### src/rtl/snake_pkg.sv
// Shared SnakeWars types: player directions, link framing constants and link FSM state encodings.
package snake_pkg;

  typedef enum logic [1:0] {
    DIR_UP    = 2'd0,
    DIR_RIGHT = 2'd1,
    DIR_DOWN  = 2'd2,
    DIR_LEFT  = 2'd3
  } direction_e;

  localparam direction_e DIR_RESET = DIR_RIGHT;
  localparam logic [7:0] SYNC_BYTE = 8'hA5;

  typedef enum logic [1:0] {TX_IDLE, TX_SYNC, TX_DATA, TX_CSUM} link_tx_state_e;
  typedef enum logic [1:0] {RX_HUNT, RX_DATA, RX_CSUM, RX_CHECK} link_rx_state_e;
  typedef enum logic [1:0] {URX_IDLE, URX_START, URX_BITS, URX_STOP} uart_rx_state_e;

  function automatic logic [7:0] data_byte(input logic [3:0] seq, input direction_e dir);
    return {seq, 2'b00, dir};
  endfunction

endpackage

### src/rtl/uart_byte.sv
// 8N1 byte engines: TX loads on tx_start (accepted when idle or in the last stop-bit cycle) and starts its start bit next cycle;
// RX samples at bit centres after a 2-FF sync and pulses rx_valid/rx_ferr in the stop-bit sample cycle, no backpressure.
module uart_byte
  import snake_pkg::*;
#(
  parameter int CLKS_PER_BIT = 8
) (
  input  logic       clk,
  input  logic       rst,
  input  logic       tx_start,
  input  logic [7:0] tx_byte,
  output logic       tx,
  output logic       tx_done,
  input  logic       rx,
  output logic [7:0] rx_byte,
  output logic       rx_valid,
  output logic       rx_ferr
);

  localparam int CNT_W = $clog2(CLKS_PER_BIT);
  localparam logic [CNT_W-1:0] LAST = CNT_W'(CLKS_PER_BIT - 1);
  localparam logic [CNT_W-1:0] HALF = CNT_W'(CLKS_PER_BIT / 2 - 1);

  logic [9:0]       tx_shift_q, tx_shift_d;
  logic [CNT_W-1:0] tx_cnt_q, tx_cnt_d;
  logic [3:0]       tx_bit_q, tx_bit_d;
  logic             tx_act_q, tx_act_d;

  logic             rx_meta_q, rx_sync_q;
  uart_rx_state_e   rx_state_q, rx_state_d;
  logic [CNT_W-1:0] rx_cnt_q, rx_cnt_d;
  logic [2:0]       rx_bit_q, rx_bit_d;
  logic [7:0]       rx_shift_q, rx_shift_d;

  assign tx      = tx_shift_q[0];
  assign tx_done = tx_act_q && (tx_bit_q == 4'd9) && (tx_cnt_q == LAST);
  assign rx_byte = rx_shift_q;

  // Shift register holds {stop, data, start}; reloading on tx_done keeps bytes back-to-back.
  always_comb begin
    tx_shift_d = tx_shift_q;
    tx_cnt_d   = tx_cnt_q;
    tx_bit_d   = tx_bit_q;
    tx_act_d   = tx_act_q;
    if (tx_act_q) begin
      if (tx_cnt_q == LAST) begin
        tx_cnt_d   = '0;
        tx_shift_d = {1'b1, tx_shift_q[9:1]};
        tx_bit_d   = tx_bit_q + 4'd1;
        if (tx_bit_q == 4'd9) tx_act_d = 1'b0;
      end else begin
        tx_cnt_d = tx_cnt_q + CNT_W'(1);
      end
    end
    if (tx_start && (!tx_act_q || tx_done)) begin
      tx_shift_d = {1'b1, tx_byte, 1'b0};
      tx_cnt_d   = '0;
      tx_bit_d   = '0;
      tx_act_d   = 1'b1;
    end
  end

  always_comb begin
    rx_state_d = rx_state_q;
    rx_cnt_d   = rx_cnt_q;
    rx_bit_d   = rx_bit_q;
    rx_shift_d = rx_shift_q;
    rx_valid   = 1'b0;
    rx_ferr    = 1'b0;
    case (rx_state_q)
      URX_IDLE: begin
        if (!rx_sync_q) begin
          rx_state_d = URX_START;
          rx_cnt_d   = '0;
        end
      end
      URX_START: begin
        if (rx_cnt_q == HALF) begin
          rx_cnt_d   = '0;
          rx_bit_d   = '0;
          rx_state_d = rx_sync_q ? URX_IDLE : URX_BITS;
        end else begin
          rx_cnt_d = rx_cnt_q + CNT_W'(1);
        end
      end
      URX_BITS: begin
        if (rx_cnt_q == LAST) begin
          rx_cnt_d   = '0;
          rx_shift_d = {rx_sync_q, rx_shift_q[7:1]};
          rx_bit_d   = rx_bit_q + 3'd1;
          if (rx_bit_q == 3'd7) rx_state_d = URX_STOP;
        end else begin
          rx_cnt_d = rx_cnt_q + CNT_W'(1);
        end
      end
      URX_STOP: begin
        if (rx_cnt_q == LAST) begin
          rx_valid   = rx_sync_q;
          rx_ferr    = !rx_sync_q;
          rx_state_d = URX_IDLE;
        end else begin
          rx_cnt_d = rx_cnt_q + CNT_W'(1);
        end
      end
      default: rx_state_d = URX_IDLE;
    endcase
  end

  always_ff @(posedge clk) begin
    if (rst) begin
      tx_shift_q <= '1;
      tx_cnt_q   <= '0;
      tx_bit_q   <= '0;
      tx_act_q   <= 1'b0;
      rx_meta_q  <= 1'b1;
      rx_sync_q  <= 1'b1;
      rx_state_q <= URX_IDLE;
      rx_cnt_q   <= '0;
      rx_bit_q   <= '0;
      rx_shift_q <= '0;
    end else begin
      tx_shift_q <= tx_shift_d;
      tx_cnt_q   <= tx_cnt_d;
      tx_bit_q   <= tx_bit_d;
      tx_act_q   <= tx_act_d;
      rx_meta_q  <= rx;
      rx_sync_q  <= rx_meta_q;
      rx_state_q <= rx_state_d;
      rx_cnt_q   <= rx_cnt_d;
      rx_bit_q   <= rx_bit_d;
      rx_shift_q <= rx_shift_d;
    end
  end

endmodule

### src/rtl/snake_link.sv
// SnakeWars board link: one sequence-tagged UART frame per send, remote frames checked and applied 1 cycle after the last stop sample.
// Sends arriving mid-frame are dropped (still counted for timeout); SNAKE_LINK_CHECKSUM_EN adds an XOR checksum byte.
module snake_link
  import snake_pkg::*;
#(
  parameter int CLK_HZ        = 75_000_000,
  parameter int BAUD          = 115_200,
  parameter int NP            = 1,
  parameter int TIMEOUT_TICKS = 8
) (
  input  logic       clk,
  input  logic       rst,
  input  logic       rx,
  input  logic       send,
  input  direction_e dir_local [NP],
  output logic       tx,
  output direction_e dir_remote [NP],
  output logic       rcvdir,
  output logic       com_err,
  output logic       link_lost,
  output logic       tx_busy
);

  localparam int IDX_W  = (NP > 1) ? $clog2(NP) : 1;
  localparam int TO_RAW = $clog2(TIMEOUT_TICKS + 1);
  localparam int TO_W   = (TO_RAW > 4) ? TO_RAW : 4;

  logic       tx_start, tx_done, rx_valid, rx_ferr;
  logic [7:0] tx_byte, rx_byte;

  uart_byte #(
    .CLKS_PER_BIT(CLK_HZ / BAUD)
  ) u_uart (
    .clk     (clk),
    .rst     (rst),
    .tx_start(tx_start),
    .tx_byte (tx_byte),
    .tx      (tx),
    .tx_done (tx_done),
    .rx      (rx),
    .rx_byte (rx_byte),
    .rx_valid(rx_valid),
    .rx_ferr (rx_ferr)
  );

  link_tx_state_e tx_state_q, tx_state_d;
  logic [IDX_W-1:0] tx_idx_q, tx_idx_d, tx_idx_nxt;
  direction_e       tx_dir_q [NP];
  direction_e       tx_dir_d [NP];
  direction_e       nxt_dir;
  logic [3:0]       seq_q, seq_d, tx_fseq_q, tx_fseq_d;

  link_rx_state_e rx_state_q, rx_state_d;
  logic [IDX_W-1:0] rx_idx_q, rx_idx_d;
  direction_e       rx_buf_q [NP];
  direction_e       rx_buf_d [NP];
  direction_e       dir_remote_q [NP];
  direction_e       dir_remote_d [NP];
  logic [3:0]       rx_seq0_q, rx_seq0_d;
  logic             rx_seq_ok_q, rx_seq_ok_d;
  logic             frame_ok;
  logic [TO_W-1:0]  to_cnt_q, to_cnt_d;
`ifdef SNAKE_LINK_CHECKSUM_EN
  logic [7:0]       tx_csum_q, tx_csum_d, rx_csum_q, rx_csum_d;
  logic             rx_csum_ok_q, rx_csum_ok_d;
`endif

  assign tx_busy    = (tx_state_q != TX_IDLE);
  assign tx_idx_nxt = tx_idx_q + IDX_W'(1);
  assign dir_remote = dir_remote_q;
  assign link_lost  = (to_cnt_q >= TO_W'(TIMEOUT_TICKS)) && !rcvdir;

  always_comb begin
    tx_state_d = tx_state_q;
    tx_idx_d   = tx_idx_q;
    tx_dir_d   = tx_dir_q;
    seq_d      = seq_q;
    tx_fseq_d  = tx_fseq_q;
`ifdef SNAKE_LINK_CHECKSUM_EN
    tx_csum_d  = tx_csum_q;
`endif
    tx_start   = 1'b0;
    tx_byte    = SYNC_BYTE;
    nxt_dir    = tx_dir_q[0];
    for (int i = 0; i < NP; i++) begin
      if (IDX_W'(i) == tx_idx_nxt) nxt_dir = tx_dir_q[i];
    end
    case (tx_state_q)
      TX_IDLE: begin
        if (send) begin
          tx_start   = 1'b1;
          tx_dir_d   = dir_local;
          tx_fseq_d  = seq_q;
          seq_d      = seq_q + 4'd1;
          tx_state_d = TX_SYNC;
        end
      end
      TX_SYNC: begin
        if (tx_done) begin
          tx_start   = 1'b1;
          tx_byte    = data_byte(tx_fseq_q, tx_dir_q[0]);
          tx_idx_d   = '0;
          tx_state_d = TX_DATA;
`ifdef SNAKE_LINK_CHECKSUM_EN
          tx_csum_d  = tx_byte;
`endif
        end
      end
      TX_DATA: begin
        if (tx_done) begin
          if (tx_idx_q == IDX_W'(NP - 1)) begin
`ifdef SNAKE_LINK_CHECKSUM_EN
            tx_start   = 1'b1;
            tx_byte    = tx_csum_q;
            tx_state_d = TX_CSUM;
`else
            tx_state_d = TX_IDLE;
`endif
          end else begin
            tx_start  = 1'b1;
            tx_byte   = data_byte(tx_fseq_q, nxt_dir);
            tx_idx_d  = tx_idx_nxt;
`ifdef SNAKE_LINK_CHECKSUM_EN
            tx_csum_d = tx_csum_q ^ tx_byte;
`endif
          end
        end
      end
      TX_CSUM: if (tx_done) tx_state_d = TX_IDLE;
      default: tx_state_d = TX_IDLE;
    endcase
  end

  // Frame acceptance: every data byte must carry the first byte's seq; gaps between frames are legal.
  always_comb begin
    rx_state_d   = rx_state_q;
    rx_idx_d     = rx_idx_q;
    rx_buf_d     = rx_buf_q;
    dir_remote_d = dir_remote_q;
    rx_seq0_d    = rx_seq0_q;
    rx_seq_ok_d  = rx_seq_ok_q;
`ifdef SNAKE_LINK_CHECKSUM_EN
    rx_csum_d    = rx_csum_q;
    rx_csum_ok_d = rx_csum_ok_q;
    frame_ok     = rx_seq_ok_q && rx_csum_ok_q;
`else
    frame_ok     = rx_seq_ok_q;
`endif
    rcvdir       = 1'b0;
    com_err      = 1'b0;
    case (rx_state_q)
      RX_HUNT: begin
        if (rx_valid && (rx_byte == SYNC_BYTE)) begin
          rx_state_d  = RX_DATA;
          rx_idx_d    = '0;
          rx_seq_ok_d = 1'b1;
`ifdef SNAKE_LINK_CHECKSUM_EN
          rx_csum_d   = '0;
`endif
        end
      end
      RX_DATA: begin
        if (rx_valid) begin
          for (int i = 0; i < NP; i++) begin
            if (IDX_W'(i) == rx_idx_q) rx_buf_d[i] = direction_e'(rx_byte[1:0]);
          end
          if (rx_idx_q == '0) rx_seq0_d = rx_byte[7:4];
          else if (rx_byte[7:4] != rx_seq0_q) rx_seq_ok_d = 1'b0;
`ifdef SNAKE_LINK_CHECKSUM_EN
          rx_csum_d = rx_csum_q ^ rx_byte;
`endif
          if (rx_idx_q == IDX_W'(NP - 1)) begin
`ifdef SNAKE_LINK_CHECKSUM_EN
            rx_state_d = RX_CSUM;
`else
            rx_state_d = RX_CHECK;
`endif
          end else begin
            rx_idx_d = rx_idx_q + IDX_W'(1);
          end
        end
      end
      RX_CSUM: begin
`ifdef SNAKE_LINK_CHECKSUM_EN
        if (rx_valid) begin
          rx_csum_ok_d = (rx_byte == rx_csum_q);
          rx_state_d   = RX_CHECK;
        end
`else
        rx_state_d = RX_HUNT;
`endif
      end
      RX_CHECK: begin
        if (frame_ok) begin
          dir_remote_d = rx_buf_q;
          rcvdir       = 1'b1;
        end else begin
          com_err = 1'b1;
        end
        rx_state_d = RX_HUNT;
      end
      default: rx_state_d = RX_HUNT;
    endcase
    if (rx_ferr) begin
      com_err    = 1'b1;
      rx_state_d = RX_HUNT;
    end
  end

  always_comb begin
    to_cnt_d = to_cnt_q;
    if (rcvdir) to_cnt_d = '0;
    else if (send && (to_cnt_q < TO_W'(TIMEOUT_TICKS))) to_cnt_d = to_cnt_q + TO_W'(1);
  end

  always_ff @(posedge clk) begin
    if (rst) begin
      tx_state_q   <= TX_IDLE;
      tx_idx_q     <= '0;
      tx_dir_q     <= '{default: DIR_RESET};
      seq_q        <= '0;
      tx_fseq_q    <= '0;
      rx_state_q   <= RX_HUNT;
      rx_idx_q     <= '0;
      rx_buf_q     <= '{default: DIR_RESET};
      dir_remote_q <= '{default: DIR_RESET};
      rx_seq0_q    <= '0;
      rx_seq_ok_q  <= 1'b0;
      to_cnt_q     <= '0;
`ifdef SNAKE_LINK_CHECKSUM_EN
      tx_csum_q    <= '0;
      rx_csum_q    <= '0;
      rx_csum_ok_q <= 1'b0;
`endif
    end else begin
      tx_state_q   <= tx_state_d;
      tx_idx_q     <= tx_idx_d;
      tx_dir_q     <= tx_dir_d;
      seq_q        <= seq_d;
      tx_fseq_q    <= tx_fseq_d;
      rx_state_q   <= rx_state_d;
      rx_idx_q     <= rx_idx_d;
      rx_buf_q     <= rx_buf_d;
      dir_remote_q <= dir_remote_d;
      rx_seq0_q    <= rx_seq0_d;
      rx_seq_ok_q  <= rx_seq_ok_d;
      to_cnt_q     <= to_cnt_d;
`ifdef SNAKE_LINK_CHECKSUM_EN
      tx_csum_q    <= tx_csum_d;
      rx_csum_q    <= rx_csum_d;
      rx_csum_ok_q <= rx_csum_ok_d;
`endif
    end
  end

endmodule

### config.mk
export PLATFORM = sky130hd
export DESIGN_NAME = snake_link
export DESIGN_NICKNAME = d
export VERILOG_FILES = /design/src/rtl/snake_pkg.sv /design/src/rtl/uart_byte.sv /design/src/rtl/snake_link.sv
export SDC_FILE = /design/constraint.sdc
export NUM_CORES = 1
export LEC_CHECK = 0
export CAP_MARGIN = 20
export CORE_MARGIN = 2
export CORE_UTILIZATION = 25
export CTS_BUF_LIST = sky130_fd_sc_hd__clkbuf_8
export DETAILED_ROUTE_END_ITERATION = 8
export GPL_TIMING_DRIVEN = 0
export PLACE_DENSITY = 0.5
export SLEW_MARGIN = 20
export SYNTH_ARGS = -nofsm -noshare
export SYNTH_HDL_FRONTEND = slang
export SYNTH_SLANG_ARGS = --single-unit
### constraint.sdc
create_clock -name clk -period 2.4 [get_ports clk]
set_input_delay 0.72 -clock clk [delete_from_list [all_inputs] [get_ports clk]]
set_output_delay 0.72 -clock clk [all_outputs]
set_load 0.005 [all_outputs]
# --- Yosys cells after proc, flatten, opt, wreduce, memory -nomap -nowiden ---
# Index checks and enable logic that the tools add are counted.
# W data, S select, Z words.
word_totals:
  register_bits: 78
  output_inout_bits: 7
  elab_cells: 166
op_classes:
  add_sub_neg: 8
  magnitude_cmp: 2
  n_eq_ne: 32
  n_mux: 64
  bitwise: 1
  n_reduce_logical: 37
ops:
  columns: ["operator", "count"]
  rows:
  - ["$mux W10", 5]
  - ["$pmux W10 S4", 1]
  - ["$mux W2", 14]
  - ["$mux W1", 27]
  - ["$mux W9", 3]
  - ["$mux W8", 3]
  - ["$add A10 B1 Y10 const B", 2]
  - ["$eq A10 B10 Y1 const B", 2]
  - ["$ne A2 B2 Y1 const B", 9]
  - ["$pmux W2 S4", 2]
  - ["$pmux W8 S2", 1]
  - ["$reduce_and A3 Y1", 5]
  - ["$reduce_and A5 Y1", 3]
  - ["$ne A2 B1 Y1 const B", 7]
  - ["$add A4 B1 Y4 const B", 3]
  - ["$eq A2 B2 Y1 const B", 6]
  - ["$reduce_and A2 Y1", 6]
  - ["$reduce_bool A2 Y1", 6]
  - ["$eq A10 B9 Y1 const B", 1]
  - ["$eq A8 B8 Y1 const B", 1]
  - ["$reduce_or A2 Y1", 4]
  - ["$eq A2 B1 Y1 const B", 3]
  - ["$logic_and A1 B1 Y1", 6]
  - ["$logic_not A2 Y1", 3]
  - ["15 further kinds", 21]

# --- Longest topological paths before layout ---
# Gate-level depths: netlist (run 1).
depth:
  ltp_word: 8
  depth_mapped: 9

# --- Modules after synthesis ---
# From an unflattened synthesis (run 1), not the netlist that was laid out.
hier_totals:
  hier_cells: 417
  hier_area_um2: 3621.0
modules_own_cells:
  columns: ["module", "instances", "cells_per_inst", "area_per_inst_um2"]
  rows:
  - ["uart_byte", 1, 286, 2473.6]
  - ["snake_link", 1, 131, 1147.4]

# --- Worst setup path after synthesis (run 1) ---
# Ideal clock, no wire load.
synth_path:
  kind: "reg2reg"
  from: "register u_uart.tx_cnt_q[2]"
  to: "register u_uart.tx_bit_q[1]"
  arrival_ns: 2.128
  required_ns: 2.273
  slack_ns: 0.145
  stages_incl_launch_ff: 7
  path_buffers: 1
  cell_sequence: "dfxtp_1 or4_4 or4_4 a221oi_4 or2_1 buf_4 a211oi_1"
synth_between:
  elab_chain_cells: 6
  word_cells_on_any_way: 9
  classes_between: "1 x eq/ne; 3 x mux; 5 x reduce/logical"
synth_lines:
  columns: ["element", "line", "source"]
  rows:
  - ["start: declaration", "uart_byte.sv:25", "logic [CNT_W-1:0] tx_cnt_q, tx_cnt_d;"]
  - ["start signal: assignment", "uart_byte.sv:123", "tx_cnt_q <= tx_cnt_d;"]
  - ["$eq A10 B10 Y1 (*)", "uart_byte.sv:36, uart_byte.sv:46", null]
  - ["$logic_and A1 B1 Y1", "uart_byte.sv:36", "assign tx_done = tx_act_q && (tx_bit_q == 4'd9) && (tx_cnt_q == LAST);"]
  - ["$mux W1, on equally long branches", "snake_link.sv:110, snake_link.sv:99", null]
  - ["$pmux W1 S3", "snake_link.sv:88", "case (tx_state_q)"]
  - ["$logic_and A1 B1 Y1", "uart_byte.sv:55", "if (tx_start && (!tx_act_q || tx_done)) begin"]
  - ["$reduce_or A2 Y1 (no line)", null, null]
  - ["end signal: assignment", "uart_byte.sv:124", "tx_bit_q <= tx_bit_d;"]
  - ["end: declaration", "uart_byte.sv:26", "logic [3:0] tx_bit_q, tx_bit_d;"]
# Mark *: on every way between the ends. The rest lies on a longest branch, timed or not.
# A chain may end at the register's enable or synchronous reset.

# --- Final worst setup path (run 1) ---
layout_path:
  from: "register u_uart.tx_cnt_q[8]"
  to: "register u_uart.tx_bit_q[1]"
# The elaborated chain is that of the path after synthesis.

==> results of run 1 <==
==> layer usage <==
| metal | vias to the layer above | wire length, µm | global-route usage, % | part of all wire [%] |
|---|---|---|---|---|
| met5 | - | 0 | 0 | 0 |
| met4 | 0 | 150 | 5.17 | 2.0 |
| met3 | 10 | 216 | 2.25 | 2.8 |
| met2 | 37 | 3360 | 16.3 | 44 |
| met1 | 1300 | 3870 | 14.6 | 51 |
| li1 | 1423 | - | - | - |
==> repair_timing <==
action	4_1_cts	5_1_grt
pin swaps	4	12
buffers inserted	3	6
setup endpoints to repair	39	35
hold buffers	0	0
gates resized for setup	14	32
cloned	0	1
==> layout by cell type, fill, tap and decap left out, types with 5 or more instances in the layout <==
master / instances
nand2_1: 43
xor2_1: 12
nor3_1: 15
o21ai_0: 6
nand4_1: 7
and3_1: 5
a21oi_1: 18
ha_1: 23
buf_4: 10
and2_1: 5
dfxtp_1: 65
nand3_1: 12
xnor2_1: 9
mux2i_1: 20
inv_1: 17
clkbuf_8: 11
nor2_1: 38
nor4_1: 5
clkdlybuf4s50_1: 10
==> path summary, 6_finish.rpt <==
check | to | slack (ns) | depth (start not counted)
setup / recovery | u_uart.tx_bit_q[1] | 0.02 | 6
hold / removal | u_uart.rx_sync_q | 0.41 | 1
setup reg to reg | u_uart.tx_bit_q[1] | 0.02 | 6
hold reg to reg | u_uart.rx_sync_q | 0.41 | 1
==> sequential cells by signal, summed over array words and instances (netlist names), 3 cells and up, named ones only <==
register / cells
tx_fseq_q: 4
u_uart.tx_shift_q: 9
seq_q: 4
u_uart.rx_cnt_q: 10
u_uart.rx_byte: 8
to_cnt_q: 4
u_uart.rx_bit_q: 3
u_uart.tx_bit_q: 4
u_uart.tx_cnt_q: 10
==> critical path, stage by stage (launching register included) <==
cell,delay [ns]
dfxtp_2,0.33
or4_4,0.57
or4_4,0.57
a221oi_4,0.40
or2_1,0.18
buf_6,0.17
a211oi_2,0.04
==> cell type report <==
cell class / count / area, µm²
fillers: 1479 / 9520
multi-input cells: 285 / 2000
flip-flops and latches: 72 / 1460
well taps: 180 / 225
repair buffers: 22 / 193
clock buffers: 11 / 151
inverters: 18 / 70.1
plain buffers: 12 / 67.6
clock inverters: 5 / 38.8
==> power by group through the flow <==
stage | registers (W) | clock network (W) | logic (W)
after floorplan | 0.00138 | 0 | 0.000511
after global placement | 0.00140 | 0 | 0.000680
after detailed placement | 0.00140 | 0 | 0.000692
after CTS | 0.00138 | 0.000957 | 0.000702
after global routing | 0.00142 | 0.00101 | 0.000816
final | 0.00140 | 0.000923 | 0.000719
==> cell families (layout without fill, tap and decap cells) <==
| group | Yosys count | in the layout | synth area share [%] |
|---|---|---|---|
| muxes | 20 | 20 | 5.76 |
| xor gates and xnor gates | 21 | 21 | 5.29 |
| AOI/OAI and AO/OA | 53 | 53 | 11.2 |
| buffers and inverters | 31 | 68 | 3.71 |
| DFF | 72 | 72 | 41.5 |
| and+or+nand+nor | 167 | 167 | 24.0 |
| adders and majority gates | 24 | 24 | 8.64 |
==> stage by stage <==
stage	cells	TNS [ns]	setup WS [ns]	power (W)	hold slack (ns)
after detailed placement	580	-16.85	-0.565	0.00210	0.394
after floorplan	388	0	0.145	0.00190	0.389
after global placement	580	-17.13	-0.576	0.00208	0.393
after global routing	605	-0.549	-0.0763	0.00324	0.435
after CTS	599	0	0.00402	0.00304	0.413
final	605	0	0.0208	0.00304	0.412
==> impl_metrics.ini, run 1 <==
[power]
pwr-share-seq_pct = 46.0
leakagePower_nw = 1.60
p_comb_share_pct = 23.7
intPower_w = 0.00205
pwr_density_cell_nw_per_um2 = 723
switchingPower_w = 0.000992
clkPwrFrac_pct = 30.4
ir_drop_mv = 0.261
p_sw_share_pct = 32.7

[logic_synthesis]
synthFlopType = dfxtp_1
avgSynthCellArea_um2 = 8.96
synth_area_leaders = dfxtp_1, ha_1, mux2i_1, nor2_1, nand2_1
yosysSeqAreaShare_pct = 41.5
yosysWarnings = 0
synth_edf_count = 0
ys_ff_latch = 72
syn_area_um2 = 3480
synth.most_common_cell = dfxtp_1
yosys-top-cells-count = dfxtp_1, nor2_1, nand2_1
async_flop_share_pct = 0
syn_inst = 388
synth_top_area_share_pct = 41.5
synth.net_count = 418
synth_area_leader_cell = dfxtp_1
synth.distinct_cells = 53

[worst_setup_path]
crit_required_ns = 2.64
end_kind = register
timing.rr.start = u_uart.tx_cnt_q[8]
cp-start-kind = register
path_max_fanout = 8
crit_type = reg -> reg
arrival_ns = 2.62
critical_path.startpoint = u_uart.tx_cnt_q[8]

[global_route]
grt_pass1_wl_um = 12500
antenna_found_initial = 0
track_usage_pct = 10.8
grt-ovfl-total = 0
grt_pass1_vias = 2585
grt_max_degree = 14

[timing]
fin_crit_ns = 2.38
worstMarginPinSlew_ns = 0.685
finalHoldViolations = 0
post-route-period-util_pct = 99.1
fmax_mhz = 420
rsz0062_at_grt = true
maxSlewHeadroom_pct = 53.7
setup_viol = 0
skew_ns = 0.0136
drv_slew = 0

[layout]
area_delta_synth_final_pct = 20.8
nets = 450
drive_above_1_share_pct = 17.2
design_area_um2 = 4200
diodes = 0
utilization_pct = 30.6

[cts]
clock-sinks = 72
cts.clk_slew.worst_paths_ns = 0.08
htreeDepth = 3
root_buffer = clkbuf_8
cts_inserted_buffers = 9
clk_path_buf_depth = 2
cts_tree = done
clk_latency_ns = 0.36

[run_status]
status = finished, final reports clean

[floorplan]
dieWidth_um = 122
dieArea_um2 = 14900
initial_utilization_pct = 25.3
coreArea_um2 = 13700
placementRows = 43
die_h_um = 122
io_pins = 13

[detailed_routing]
viasPerCell = 4.58
wl_per_cell_um = 12.6
drtIter0Drc = 110
drtPass1Iterations = 4
vias = 2770
route.detailed.drc = 0
ant_nets = 0
drt_wl_total_um = 7600

[job]
drv_cap = 0

[placed_design]
gp_congestion = 0.781
dp_hpwl_um = 5390
postPlaceCellArea_um2 = 3820
io_buffers = 12

[hold_path]
min_path_type = reg -> reg
min_from = u_uart.rx_meta_q
Note: power is estimated with default switching activity, not from simulation.
==> inputs of run 2 (changes only) <==
--- a/config.mk
+++ b/config.mk
@@ -9,6 +9,7 @@
 export CORE_MARGIN = 2
 export CORE_UTILIZATION = 25
 export CTS_BUF_LIST = sky130_fd_sc_hd__clkbuf_8
+export CTS_CLUSTER_DIAMETER = 120
 export DETAILED_ROUTE_END_ITERATION = 8
 export GPL_TIMING_DRIVEN = 0
 export PLACE_DENSITY = 0.5
==> results of run 2 <==
The final DEF is identical to that of run 1; final timing and power are the same.
==> inputs of run 3 (changes only) <==
--- a/config.mk
+++ b/config.mk
@@ -6,7 +6,7 @@
 export NUM_CORES = 1
 export LEC_CHECK = 0
 export CAP_MARGIN = 20
-export CORE_MARGIN = 2
+export CORE_MARGIN = 8
 export CORE_UTILIZATION = 25
 export CTS_BUF_LIST = sky130_fd_sc_hd__clkbuf_8
 export CTS_CLUSTER_DIAMETER = 120
==> run 3 against run 2 <==
Against the previous run: sequential share of layout area down 0.15 points; first-iteration DRC count shrank 7.3%; register-to-register slack improved by 0.03 ns; global-route usage decreased by 1.5 points; flip-flop and latch count stayed put; count of clock-buffer cells in the layout did not move; total power up 7.1%; maximum frequency rose by 0.84%; non-clock buffer count unchanged; clock skew fell by 0.0027 ns; critical endpoint is now com_err; clock power increased by 20%.
==> impl_metrics.ini, run 3 (synthesis results as in run 1) <==
[worst_setup_path]
crit_required_ns = 1.68
crit_type = reg -> out
r2r_slack_ns = 0.05
reg2reg_to = u_uart.rx_cnt_q[0]
path_max_fanout = 4
arrival_ns = 1.64
timing.rr.start = u_uart.rx_cnt_q[0]
cp-start-kind = register
end_kind = output pin
reg2regPathDepth = 11

[detailed_routing]
drtPass1Iterations = 4
route.detailed.drc = 0
drtIter0Drc = 102
wl_per_cell_um = 13.0
drt_wl_total_um = 7900
ant_nets = 0
viasPerCell = 4.59
vias = 2779

[layout]
utilization_pct = 30.7
area_delta_synth_final_pct = 21.3
drive_above_1_share_pct = 15.8
design_area_um2 = 4220
nFillCells = 1460
nets = 450
final_cell_mix = dfxtp_1, nor2_1, nand2_1
diodes = 0
register_area_um2 = 1460
multiInputGateArea_um2 = 1970
final_common_cell = dfxtp_1
largestRegisters = u_uart.rx_cnt_q: 10 flops, u_uart.tx_cnt_q: 10 flops, u_uart.tx_shift_q: 9 flops

[timing]
skew_ns = 0.0109
fin_hold_ws_ns = 0.411
fin_crit_ns = 2.36
drv_slew = 0
maxSlewHeadroom_pct = 57.4
finalHoldViolations = 0
fmax_mhz = 424
setup_viol = 0
rsz0062_at_grt = true
tns_ns = 0
post-route-period-util_pct = 98.3
worstMarginPinSlew_ns = 0.638

[power]
leakagePower_nw = 1.63
total_power_w = 0.00326
clkPwrFrac_pct = 34.1
ir_drop_mv = 0.371
p_sw_share_pct = 30.1
switchingPower_w = 0.000978
p_comb_share_pct = 22.8
pwr_density_cell_nw_per_um2 = 772
pwr-share-seq_pct = 43.1
intPower_w = 0.00228

[run_status]
status = finished, final reports clean

[floorplan]
placementRows = 43
io_pins = 13
die_h_um = 134
dieArea_um2 = 17900
coreArea_um2 = 13700
initial_utilization_pct = 25.3
dieWidth_um = 134

[cts]
clock-sinks = 72
clk_latency_ns = 0.36
cts_inserted_buffers = 9
cts.clk_slew.worst_paths_ns = 0.07
clk_path_buf_depth = 2
root_buffer = clkbuf_8
htreeDepth = 3
cts_tree = done

[placed_design]
dp_hpwl_um = 5550
gp_congestion = 0.788
io_buffers = 12
postPlaceCellArea_um2 = 3820

[global_route]
track_usage_pct = 9.29
grt_max_degree = 13
grt_pass1_vias = 2773
antenna_found_initial = 0
grt_pass1_wl_um = 13500
grt-ovfl-total = 0

[hold_path]
min_from = u_uart.rx_meta_q
hold_depth = 1
worstHoldEndpoint = u_uart.rx_sync_q
min_path_type = reg -> reg

[job]
drv_cap = 0
-- run 3: area by class of cell --
cell class / instances / area share, %
Sequential cell: 72 / 34.6
Inverter: 18 / 1.66
Timing Repair Buffer: 22 / 4.57
Tap cell: 180 / 5.34
Clock inverter: 5 / 1.90
Buffer: 12 / 1.57
Multi-Input combinational cell: 285 / 46.8
Clock buffer: 11 / 3.59
-- run 3: worst max-delay path by stage --
stage	slack [ns]	startpoint	cells after the start	endpoint
floorplan	0.14	u_uart.tx_cnt_q[2]	6	u_uart.tx_bit_q[1]
global placement	-0.63	rst	5	seq_q[2]
global route	-0.04	u_uart.rx_cnt_q[0]	6	com_err
finish	0.04	u_uart.rx_cnt_q[0]	6	com_err
CTS	-0.0006	u_uart.rx_cnt_q[0]	12	rx_buf_q[0]
detailed placement	-0.62	rst	5	seq_q[2]
-- run 3: power groups by stage --
stage / sequential (W) / combinational, W / clock (W)
after floorplan: 0.00138 / 0.000511 / 0
after global placement: 0.00140 / 0.000682 / 0
after detailed placement: 0.00141 / 0.000697 / 0
after CTS: 0.00139 / 0.000728 / 0.00115
after global routing: 0.00142 / 0.000833 / 0.00120
final: 0.00140 / 0.000743 / 0.00111
-- run 3: routing by layer --
metal / wire (µm) / vias to the layer above / track usage (%)
met4: 125 / 0 / 3.93
li1: - / 1422 / -
met5: 0 / - / 0
met1: 3870 / 1315 / 11.3
met3: 260 / 8 / 2.73
met2: 3640 / 34 / 14.9
-- run 3: timing repair --
| item | in CTS | in global routing |
|---|---|---|
| hold buffers | 0 | 0 |
| setup endpoints to repair | 37 | 38 |
| pin swaps | 6 | 7 |
| gates resized for setup | 22 | 16 |
| buffers inserted | 8 | 4 |
-- run 3: stage by stage --
step           setup slack, ns  instances
2_1_floorplan            0.145        388
4_1_cts              -0.000576        604
3_3_place_gp            -0.628        580
3_5_place_dp            -0.621        580
5_1_grt                -0.0359        605
6_report                0.0406        605
-- run 3: critical path: stages (launching register included) --
cell and delay [ns]:
dfxtp_4 0.37, inv_4 0.07, ha_4 0.11, and4bb_2 0.25, nand4_1 0.18, o22ai_2 0.18, buf_2 0.14
